`config.mk`:
```
export PLATFORM = sky130hd
export DESIGN_NAME = count_pair_predict
export DESIGN_NICKNAME = d
export VERILOG_FILES = /design/src/rtl/count_pair_pkg.sv /design/src/rtl/count_pair_predict.sv
export SDC_FILE = /design/constraint.sdc
export NUM_CORES = 1
export LEC_CHECK = 0
export ABC_AREA = 1
export CAP_MARGIN = 5
export CORE_AREA = 2 2 39 41
export DETAILED_ROUTE_END_ITERATION = 12
export DIE_AREA = 0 0 41 43
export GPL_TIMING_DRIVEN = 0
export PLACE_DENSITY = 0.49
export SLEW_MARGIN = 20
export SYNTH_ARGS = -nofsm -noshare
export SYNTH_HDL_FRONTEND = slang
export SYNTH_SLANG_ARGS = --single-unit
```
`constraint.sdc`:
```
create_clock -name vclk -period 0.8
set_input_delay 0.08 -clock vclk [all_inputs]
set_output_delay 0.08 -clock vclk [all_outputs]
set_load 0.1 [all_outputs]
```
`src/rtl/count_pair_pkg.sv`:
```
// rtl/count_pair_pkg.sv - shared constants and state type for the counter-pair checker
package count_pair_pkg;

    localparam int COUNT_W          = 4;
    localparam int DEFAULT_MAX_MISS = 3;

    typedef enum logic [1:0] {
        ACQUIRE = 2'd0,
        TRACK   = 2'd1,
        LOST    = 2'd2
    } state_t;

endpackage

```
`src/rtl/count_pair_predict.sv`:
```
// rtl/count_pair_predict.sv - next-value prediction for one up/down counter pair sample
module count_pair_predict
    import count_pair_pkg::*;
(
    input  logic [COUNT_W-1:0] up,
    input  logic [COUNT_W-1:0] down,
    input  logic               enable,
    input  logic               swap,
    output logic [COUNT_W-1:0] next_up,
    output logic [COUNT_W-1:0] next_down
);

    // Hold when disabled; otherwise swap or count, with plain modulo wrap.
    always_comb begin
        next_up   = up;
        next_down = down;
        if (enable) begin
            if (swap) begin
                next_up   = down;
                next_down = up;
            end else begin
                next_up   = up + 1'b1;
                next_down = down - 1'b1;
            end
        end
    end

endmodule

```
# Yosys cells after proc, flatten, opt, wreduce, memory -nomap -nowiden
# Index checks and enable logic that the tools add are counted.
dict set report classes {
  n_mux 4
  n_addsub 2
}
# cell n
set ops {}
lappend ops {{4-bit two-way mux} 4}
lappend ops {{4-bit by 1-bit adder with 4-bit output, second input constant} 1}
lappend ops {{4-bit by 1-bit subtractor with 4-bit output, second input constant} 1}
dict set report totals {
  output_inout_bits 8
  in_bits 10
  ff_bits 0
}

# Logic depth before layout (Yosys ltp)
dict set report depth {
  depth_word 3
  depth_mapped 6
  mapped_depth_nobuf 6
}

# Least setup slack after synthesis
# Ideal clock, no wire load.
dict set report synth_path {
  kind {input to output}
  startpoint {in up[0]}
  endpoint {out next_up[1]}
  n_path_buf 0
  path_stages 3
  slack_ps -1783
  t_arrival_ps 2503
  cell_sequence {ha_1 -> o21ai_2 -> o21ai_0}
}
dict set report synth_between {
  elab_chain_cells 3
}
# element line
set synth_lines {}
lappend synth_lines {{start, declared} count_pair_predict.sv:5} ;# input logic [COUNT_W-1:0] up,
lappend synth_lines {{4-bit by 1-bit adder with 4-bit output} count_pair_predict.sv:22} ;# next_up = up + 1'b1;
lappend synth_lines {{4-bit two-way mux} count_pair_predict.sv:18} ;# if (swap) begin
lappend synth_lines {{4-bit two-way mux} count_pair_predict.sv:17} ;# if (enable) begin
lappend synth_lines {{end, declared} count_pair_predict.sv:9} ;# output logic [COUNT_W-1:0] next_up,
# Every way passes these cells.

# Worst setup path in the final report
dict set report layout_path {
  startpoint {in down[0]}
  endpoint {out next_down[1]}
}
dict set report layout_between {
  elab_chain_cells 3
}
# element line
set layout_lines {}
lappend layout_lines {{start, declared} count_pair_predict.sv:6} ;# input logic [COUNT_W-1:0] down,
lappend layout_lines {{4-bit by 1-bit subtractor with 4-bit output} count_pair_predict.sv:23} ;# next_down = down - 1'b1;
lappend layout_lines {{4-bit two-way mux} count_pair_predict.sv:18}
lappend layout_lines {{4-bit two-way mux} count_pair_predict.sv:17}
lappend layout_lines {{end, declared} count_pair_predict.sv:10} ;# output logic [COUNT_W-1:0] next_down
# Every way passes these cells.

==> results <==
worst max-delay path, cell delays in order:
cell,delay [ns]
buf_6,0.07
clkinvlp_4,0.10
ha_4,0.25
a21oi_2,0.12
o21ai_1,0.08
o21ai_2,0.09
buf_12,0.20
final timing paths:
check | startpoint | end | slack, ns | cells after the start
max | down[0] | next_down[1] | -0.28 | 7
min | enable | next_up[0] | 0.49 | 3
layout make-up:
class,instances,area (sq um),area share (%)
Multi-Input combinational cell,44,362,47.3
Inverter,9,45.0,5.89
Buffer,2,31.3,4.09
Timing Repair Buffer,25,307,40.1
Tap cell,16,20.0,2.62
per-stage QoR:
stage | setup slack, ns | util, % | instances | hold slack [ns]
after floorplan | -0.347 | - | 55 | 0.440
after global placement | -1.72 | 39.9 | 88 | 1.27
after detailed placement | -1.73 | 39.9 | 88 | 1.27
after CTS | -0.317 | 53.5 | 96 | 0.485
after global routing | -0.335 | 55.2 | 96 | 0.499
final | -0.278 | 55.2 | 96 | 0.492
repair_timing:
item	4_1_cts	5_1_grt
pin swaps	15	12
endpoints found under the setup margin	8	8
gates resized for setup	123	12
buffers inserted	7	0
hold buffers	0	0
cloned	1	0
cells by family (layout without fill, tap and decap cells):
kind of cell    count (synthesis)  in the layout  share of synthesized area, %
buf+inv                        11             36                          18.9
compound gates                 15             15                          31.1
fa+ha+maj                       2              2                          9.01
simple gates                   27             27                          41.0
power by group:
part,internal [W],leakage [nW],total [W],switching (W)
combinational,0.000312,0.328,0.000792,0.000480
clock,0,0,0,0
sequential,0,0,0,0
cell usage after synthesis:
| cell | number | area share [%] |
|---|---|---|
| o22ai_1 | 2 | 4.5 |
| nand3_1 | 4 | 7.2 |
| buf_6 | 1 | 4.1 |
| o211ai_1 | 2 | 5.4 |
| nand4_1 | 1 | 2.3 |
| a21oi_1 | 5 | 9.0 |
| inv_1 | 8 | 11 |
| o21ai_0 | 4 | 7.2 |
| nor2_2 | 2 | 4.5 |
| nor2_1 | 4 | 5.4 |
| inv_2 | 1 | 1.4 |
| o21ai_2 | 1 | 3.2 |
| o21ai_1 | 1 | 1.8 |
| buf_4 | 1 | 2.7 |
| ha_1 | 2 | 9.0 |
| nand2_1 | 16 | 22 |
metal layers:
metal,share of wire (%),up-vias,GRT usage [%]
met4,0,0,0
met5,0,-,0
li1,-,234,-
met2,52,9,20.9
met1,44,201,19.3
met3,3.8,0,0
cells in the final DEF (no fill, tap or decap), types with 4 or more instances in the layout:
cell type  netlist  final
buf_6            1      5
buf_4            1      5
inv_2            1      4
nand2_1         16     11
buf_2            0      4
buf_12           0      9
==> metrics.csv <==
metric,value,unit
GR Util All Layers,12.8,%
failing checks,negative setup slack,
outcome,"finished, violations left",
placed inst area,552,sq um
Final min period,1.08,ns
first-pass GRT wire length,1660,microns
core outline area,0.00138,sq mm
Rel. slew slack,82.4,%
final WL,1020,microns
Mapped Cells,55,
Pins Over Slew Limit,0,
input/output buffers,17,
Netlist cell types,16,
RSZ-0062 raised after global routing,true,
Final nets,94,
"Avg Cell Area, Syn",5.05,sq um
share of layout cells above drive strength 1,71.3,%
Crit. End Element,primary output,
IO Pins,18,
path category of the worst min-delay check,primary input to primary output,
worst-case vdd ir drop,0.491,mV
total negative slack,-1.42,ns
std cell rows,14,
Synth-to-Final Area Change,175,%
drt first pass iters,4,
leakage power,0.328,nW
via/cell ratio,4.63,
sequential cell count,0,
Filler cells,145,
register area,0,sq um
Synth Cell Area,278,sq um
post-route ant nets,0,
total design power,0.000792,W
total gr overflow,0,
routed vias,444,
Worst-Margin Slew,0.263,ns
Die Ht,43,microns
post-synth net total,67,
final hold vios,0,
Max-Cap Viols,0,
CP Data Arrival Time,1.00,ns
Crit path required time,0.72,ns
Power Density,1040,mW/mm^2
Peak Freq,0.928,GHz
Yosys Warn Count,0,
DR iter-0 viols,2,
RD Place Congestion,0.751,
clkbuf count,0,
number of inserted diodes,0,
Avg WL per Cell,10.7,microns
final worst slack,-0.278,ns
crit path kind,primary input to primary output,
Tcrit/Tclk final,135,%
crit path launch type,primary input,
"Max FO, Critical Path",2,
Remaining DRCs,0,
initial antenna violation count,0,
largest net degree at the start of global routing,10,
Finished Cell Area,764,sq um
Final setup viols,8,
register area share after synthesis,0,%
DIE AREA,0.00176,sq mm
vias in the first global route,389,
Starting Density,20.1,%
Die Wd,41,microns
HPWL after DPL,657,microns
Power figures use the tool's default switching activity.
